===== src/rtl/key_command_decoder.sv =====
// rtl/key_command_decoder.sv - two-key command decoder: sync, debounce, short/long/chord press FSM
//   clk        in  1  sole clock, rising edge
//   rst_n      in  1  asynchronous active-low reset
//   key        in  2  raw active-low push-buttons (0 = pressed), asynchronous to clk
//   save_mem   out 1  one-cycle pulse: short key[0] press released
//   clear_mem  out 1  one-cycle pulse: long key[0] hold, or key[0] pressed while key[1] held
//   read_mem   out 1  level: key[1] debounced-pressed
//   key0_state out 2  key[0] FSM state (00 IDLE, 01 HELD, 10 DONE)
module key_command_decoder #(
  parameter int DEBOUNCE_CYCLES = 1000000,
  parameter int LONG_CYCLES     = 50000000
) (
  input  logic       clk,
  input  logic       rst_n,
  input  logic [1:0] key,
  output logic       save_mem,
  output logic       clear_mem,
  output logic       read_mem,
  output logic [1:0] key0_state
);

  localparam int CW = $clog2(DEBOUNCE_CYCLES + 1);
  localparam int HW = $clog2(LONG_CYCLES + 1);
  localparam logic [CW-1:0] DB_LAST   = CW'(DEBOUNCE_CYCLES - 1);
  localparam logic [HW-1:0] HOLD_LAST = HW'(LONG_CYCLES - 1);
  localparam logic [HW-1:0] HOLD_MAX  = HW'(LONG_CYCLES);

  typedef enum logic [1:0] {
    ST_IDLE = 2'b00,
    ST_HELD = 2'b01,
    ST_DONE = 2'b10
  } state_t;

  logic [1:0]          sync1_q, sync1_d;
  logic [1:0]          sync2_q, sync2_d;
  logic [1:0]          stable_q, stable_d;
  logic [1:0][CW-1:0]  db_cnt_q, db_cnt_d;
  logic                press0_q, press0_d;
  logic                release0_q, release0_d;
  logic                read_mem_q, read_mem_d;
  state_t              state_q, state_d;
  logic [HW-1:0]       hold_q, hold_d;
  logic                save_q, save_d;
  logic                clear_q, clear_d;

  // Synchronizers and debouncers
  always_comb begin
    sync1_d  = key;
    sync2_d  = sync1_q;
    stable_d = stable_q;
    db_cnt_d = '0;
    for (int k = 0; k < 2; k++) begin
      // Any agreeing cycle restarts the count; the DEBOUNCE_CYCLES-th
      // consecutive disagreeing cycle flips the stable level.
      if (sync2_q[k] != stable_q[k]) begin
        if (db_cnt_q[k] == DB_LAST) begin
          stable_d[k] = ~stable_q[k];
        end else begin
          db_cnt_d[k] = db_cnt_q[k] + CW'(1);
        end
      end
    end
    press0_d   = stable_q[0] & ~stable_d[0];
    release0_d = ~stable_q[0] & stable_d[0];
    // Built from the next stable level so read_mem tracks it with no lag.
    read_mem_d = ~stable_d[1];
  end

  // key[0] command FSM
  always_comb begin
    state_d = state_q;
    hold_d  = hold_q;
    save_d  = 1'b0;
    clear_d = 1'b0;
    case (state_q)
      ST_IDLE: begin
        if (press0_q) begin
          if (!stable_q[1]) begin
            clear_d = 1'b1;
            state_d = ST_DONE;
          end else begin
            hold_d  = '0;
            state_d = ST_HELD;
          end
        end
      end
      ST_HELD: begin
        if (hold_q != HOLD_MAX) begin
          hold_d = hold_q + HW'(1);
        end
        // Reaching the long threshold wins over a coincident release.
        if (hold_q == HOLD_LAST) begin
          clear_d = 1'b1;
          state_d = ST_DONE;
        end else if (release0_q) begin
          save_d  = 1'b1;
          state_d = ST_IDLE;
        end
      end
      ST_DONE: begin
        if (release0_q) begin
          state_d = ST_IDLE;
        end
      end
      default: begin
        state_d = ST_IDLE;
      end
    endcase
  end

  always_ff @(posedge clk or negedge rst_n) begin
    if (!rst_n) begin
      sync1_q    <= 2'b11;
      sync2_q    <= 2'b11;
      stable_q   <= 2'b11;
      db_cnt_q   <= '0;
      press0_q   <= 1'b0;
      release0_q <= 1'b0;
      read_mem_q <= 1'b0;
      state_q    <= ST_IDLE;
      hold_q     <= '0;
      save_q     <= 1'b0;
      clear_q    <= 1'b0;
    end else begin
      sync1_q    <= sync1_d;
      sync2_q    <= sync2_d;
      stable_q   <= stable_d;
      db_cnt_q   <= db_cnt_d;
      press0_q   <= press0_d;
      release0_q <= release0_d;
      read_mem_q <= read_mem_d;
      state_q    <= state_d;
      hold_q     <= hold_d;
      save_q     <= save_d;
      clear_q    <= clear_d;
    end
  end

  assign save_mem   = save_q;
  assign clear_mem  = clear_q;
  assign read_mem   = read_mem_q;
  assign key0_state = state_q;

endmodule


===== config.mk =====
export PLATFORM = sky130hd
export DESIGN_NAME = key_command_decoder
export DESIGN_NICKNAME = d
export VERILOG_FILES = /design/src/rtl/key_command_decoder.sv
export SDC_FILE = /design/constraint.sdc
export NUM_CORES = 1
export LEC_CHECK = 0
export ABC_AREA = 1
export CAP_MARGIN = 20
export CORE_MARGIN = 4
export CORE_UTILIZATION = 45
export CTS_CLUSTER_DIAMETER = 200
export DETAILED_ROUTE_END_ITERATION = 12
export SYNTH_ARGS = -nofsm -noshare
export SYNTH_HDL_FRONTEND = slang
export SYNTH_SLANG_ARGS = --single-unit

===== constraint.sdc =====
create_clock -name clk -period 1.6 [get_ports clk]
set_input_delay 0.32 -clock clk [delete_from_list [all_inputs] [get_ports clk]]
set_output_delay 0.32 -clock clk [all_outputs]
set_load 0.02 [all_outputs]

=== After elaboration in Yosys (flattened, before gate mapping) ===
Index checks and enable logic that the tools add are counted.

* Output and inout bits: 5
* Logic and storage cells: 59
* Bits in latches: 0
* Memories kept: 0
* Register bits: 79
* Bits of input ports: 4
* Bits in writable memories: 0
* Memory bits (read-only): 0

* Shifts and indexed selects: 0
* Add/subtract/negate cells: 3
* Multipliers: 0
* Magnitude comparators: 0
* Equality and inequality tests: 11
* Reduce and logical (&&, ||, !) cells: 3
* Muxes and demuxes: 24
* Divide/modulo/power cells: 0
* Bitwise logic cells: 6

{| class="wikitable"
|+ Operators by type and width
! operator !! number
|-
| 2-to-1 mux 20 bit || 4
|-
| 2-to-1 mux 26 bit || 3
|-
| one-hot mux 26 bit (2 select lines) || 1
|-
| adder 20 x 1 -> 20 bit (second input constant) || 2
|-
| == test 20 bit (second input constant) || 2
|-
| adder 26 x 1 -> 26 bit (second input constant) || 1
|-
| == test 26 bit (second input constant) || 1
|-
| inequality test 26 bit (second input constant) || 1
|-
| 2-to-1 mux 1 bit || 10
|-
| 2-to-1 mux 2 bit || 4
|-
| inequality test 2 bit (second input constant) || 3
|-
| one-hot mux 2 bit (3 select lines) || 1
|-
| inverter 1 bit || 4
|-
| AND reduction 4 bit || 1
|-
| bitwise AND 1 bit || 2
|-
| == test 2 x 1 -> 1 bit (second input constant) || 1
|-
| == test 2 bit (second input constant) || 1
|-
| logical NOT 2 bit || 1
|-
| inequality test 1 bit || 2
|-
| one-hot mux 1 bit (2 select lines) || 1
|-
| nonzero test 2 bit || 1
|}

=== Depth between registers and ports, before layout ===
* Word-level depth: 5
* Depth in mapped cells: 13
* Depth with buffers taken out: 12

=== Least setup slack after synthesis ===
No wires, ideal clock.

* Kind: flip-flop to flip-flop
* Start: register hold_q[0]
* End: register hold_q[17]
* Required time: 1481 ps
* Arrival: 1388 ps
* Slack: 93 ps
* Buffers on the path: 1
* Cell stages (with the launch flop): 14
* Period minus slack after synthesis: 1507 ps
* Library setup time: 119 ps
* Cell sequence: dfrtp_1 > inv_1 > ha_1 > nand2_1 > inv_1 > nand2_1 > nor2_1 > nand2_2 > nor2_4 > nor2_4 > inv_6 > buf_6 > nand2_1 > nand2_1

* Longest elaborated chain between the ends: 3
* Elaborated cells between the ends (all ways): 6
* Classes of those cells: add/sub (1); eq/ne (2); mux (2); reduce/logical (1)

{| class="wikitable"
|+ Ends and longest elaborated chain
! element !! RTL line !! RTL
|-
| start, declared || 42 || <nowiki>logic [HW-1:0] hold_q, hold_d;</nowiki>
|-
| start signal, assigned || 133 || <nowiki>hold_q <= hold_d;</nowiki>
|-
| adder 26 x 1 -> 26 bit / inequality test 26 bit (equally long branches) || 89, 88 ||
|-
| 2-to-1 mux 26 bit / inequality test 2 bit (equally long branches) || n/a ||
|-
| one-hot mux 26 bit (2 select lines) / AND reduction 4 bit (equally long branches) || n/a ||
|}

Several ways; a longest one is shown, not always the timed one. The select of a mux whose other input is x is not followed.
A chain may end at the register's enable or synchronous reset.

=== Worst setup path in the final report ===
* Start: register hold_q[0]
* End: register hold_q[21]

The elaborated chain is that of the path after synthesis.

==> flow_summary.json <==
{
  "outcome": "complete, no violations",
  "total_power_w": 0.00364,
  "die_w_um": 107,
  "use_met3_pct": 3.79,
  "clk_latency_ps": 350,
  "core_sq_um": 9370,
  "wl_um": 10200,
  "n_fill_cell": 956,
  "crit_fanout": 10,
  "cts_tree": "yes",
  "first_global_vias": 3776,
  "yosysUniqueCellTypes": 35,
  "ios": 9,
  "netlist_instances": 602,
  "p_per_area_nw_per_um2": 706,
  "post-route-period-util_pct": 96.0,
  "required_ps": 1850,
  "clockRootBuffer": "clkbuf_8",
  "worstSetupPathType": "flip-flop to flip-flop",
  "r2r-end": "hold_q[21]",
  "arrival_ps": 1780,
  "yosysWarnings": 0,
  "finalSetupViolations": 0,
  "hp-start": "sync1_q[0]",
  "synth_area_sq_um": 4410,
  "crit_buf_inv": 3,
  "avgSynthCellArea_sq_um": 7.33,
  "hold_path_end": "sync2_q[0]",
  "dr.pass1.iters": 4,
  "clk_pin_slew_worst_paths_ps": 90,
  "antenna_found_initial": 0,
  "cts_made_buffers": 9,
  "numClockSinks": 79,
  "place_congestion": 0.894,
  "dpl.hpwl_um": 7510,
  "dpl_cell_area_sq_um": 4850,
  "cp_common_cell": "nand2_1",
  "drive_gt1_share_pct": 13.9,
  "dp_slack_ps": 10.5,
  "fmax_mhz": 651,
  "dieArea_sq_um": 11500,
  "cap_violations": 0,
  "grt_max_degree": 36,
  "crit_family": "simple AND/OR/NAND/NOR gates",
  "seqCellArea_sq_um": 1980,
  "skew_ps": 16.9,
  "leakagePower_nw": 2.28,
  "slowest_stage": "dfrtp_1",
  "area_growth_pct": 16.9,
  "holdCritPathClass": "flip-flop to flip-flop",
  "worst_setup_path_start_kind": "flip-flop",
  "synth_seq_area_share_pct": 45.0,
  "cts_buffer_depth": 2,
  "drtAntennaViolNets": 0,
  "path_cells": "inv_2, ha_4, nand2_1, inv_1, nand2_1, nor2_1, nand2_2, nor2_4, nor2_4, buf_6, nand4_1, nand2_1",
  "synth_nets": 610,
  "tightestPinTransition_ps": 496,
  "cpPeakStageDelay_ps": 420,
  "diodes": 0,
  "port_buffers": 8,
  "finalInstanceArea_sq_um": 5160,
  "wl_per_cell_um": 13.0,
  "top_usage_layer": "met2",
  "initial_core_util_pct": 47.1,
  "grt-ovfl-total": 0,
  "finalSetupTns_ps": 0,
  "ff2ff_path_depth": 12,
  "met2_usage_pct": 32.6,
  "grt_usage_pct": 18.9,
  "peakVddDrop_v": 0.000390,
  "drc": 0,
  "report.final.slew_viol_count": 0,
  "via_count": 3840,
  "r2r-start": "hold_q[0]",
  "met1_usage_pct": 24.5,
  "worst_slack_ps": 63.6,
  "worst-r2r-setup-slack_ps": 60,
  "fin_crit_ps": 1540,
  "ys_ff_latch": 79,
  "drt_iter0_markers": 159,
  "row_count": 35,
  "finalHoldViolCount": 0,
  "min_delay_path_depth": 0,
  "endpoint_kind": "flip-flop",
  "layout.nets": 657,
  "rsz0062_at_grt": "yes",
  "grt_first_pass_wirelength_um": 17400,
  "die_h_um": 107,
  "via_per_inst": 4.90,
  "slew_headroom_pct": 67.0,
  "multi_input_area_sq_um": 2170,
  "htree_levels": 3
}
metal layers:
metal,vias up,part of all wire (%)
met5,-,0
met4,0,0.70
met3,6,2.3
met2,37,49
met1,1807,48
li1,1990,-
power by group:
part	internal, W	switching (W)	leakage (nW)
logic	0.0000494	0.0000829	1.12
registers	0.00202	0.0000125	1.07
clock network	0.000723	0.000760	0.0895
timing repair:
item,CTS,global route
setup endpoints to repair,10,47
buffers inserted,0,4
pin swaps,0,4
gates resized for setup,7,22
hold endpoints to repair,29,0
hold buffers,1,0
kinds of logic after synthesis:
logic type / share of synthesized area [%]
flops: 45.0
fa+ha+maj: 1.13
compound gates: 4.85
xor+xnor: 5.16
buf+inv: 7.51
simple gates: 36.4
sequential cells by signal (all words and copies together), names as in the netlist:
name and count:
save_mem 1, hold_q 26, read_mem 1, clear_mem 1, release0_q 1, press0_q 1
stable_q 2, db_cnt_q 40, sync2_q 2, key0_state 2, sync1_q 2
placed cells by master, fill, tap and decap left out, drive strengths merged, types with 5 or more instances in the layout:
cell type,count
nor3,17
nand4,13
dfrtp,73
dlygate4sd2,5
nand2,166
xor2,18
dfstp,6
nand3,50
a21oi,14
xnor2,8
inv,77
clkbuf,11
buf,33
nor2,119
o21ai,19
cell usage after synthesis, drive strengths merged:
cell type	number	area, sq um
a211oi	1	7.51
a21boi	1	7.51
a21oi	14	70.1
a31oi	1	6.26
and3	1	6.26
buf	4	33.8
clkbuf	1	3.75
dfrtp	73	1830
dfstp	6	158
ha	4	50.1
inv	77	294
nand2	166	631
nand3	50	260
nand3b	1	7.51
nand4	13	81.3
nor2	119	494
nor3	17	90.1
nor3b	4	35.0
o21ai	19	95.1
o21bai	1	7.51
o22ai	2	12.5
o31ai	1	7.51
xnor2	8	70.1
xor2	18	158
stage by stage:
step	instances	utilization, %	hold slack [ps]
floorplan	602	-	24.4
global placement	762	51.7	315
detailed placement	762	51.7	318
CTS	779	53.9	361
global route	783	55.0	364
finish	783	55.0	360
worst max-delay path by stage:
stage	startpoint	end	slack (ps)	depth (start not counted)
global placement	hold_q[1]	hold_q[21]	70	12
finish	hold_q[0]	hold_q[21]	60	12
global route	hold_q[1]	hold_q[22]	-90	12
detailed placement	hold_q[0]	hold_q[21]	10	12
floorplan	hold_q[0]	hold_q[17]	90	13
CTS	hold_q[0]	hold_q[15]	-4	11
worst reg2reg max path: cells and delay by family, from the launching register on:
kind | cells | cell delay (ps)
DFF | 1 | 420
and+or+nand+nor | 8 | 580
buffers and inverters | 3 | 290
adders and majority gates | 1 | 120
cell type report:
type | count | share of cell area [%]
multi-input cells | 441 | 42.2
flip-flops and latches | 79 | 38.5
repair buffers | 41 | 6.86
inverters | 77 | 5.70
well taps | 129 | 3.13
clock buffers | 11 | 2.55
clock inverters | 5 | 1.14
Power figures use the tool's default switching activity.
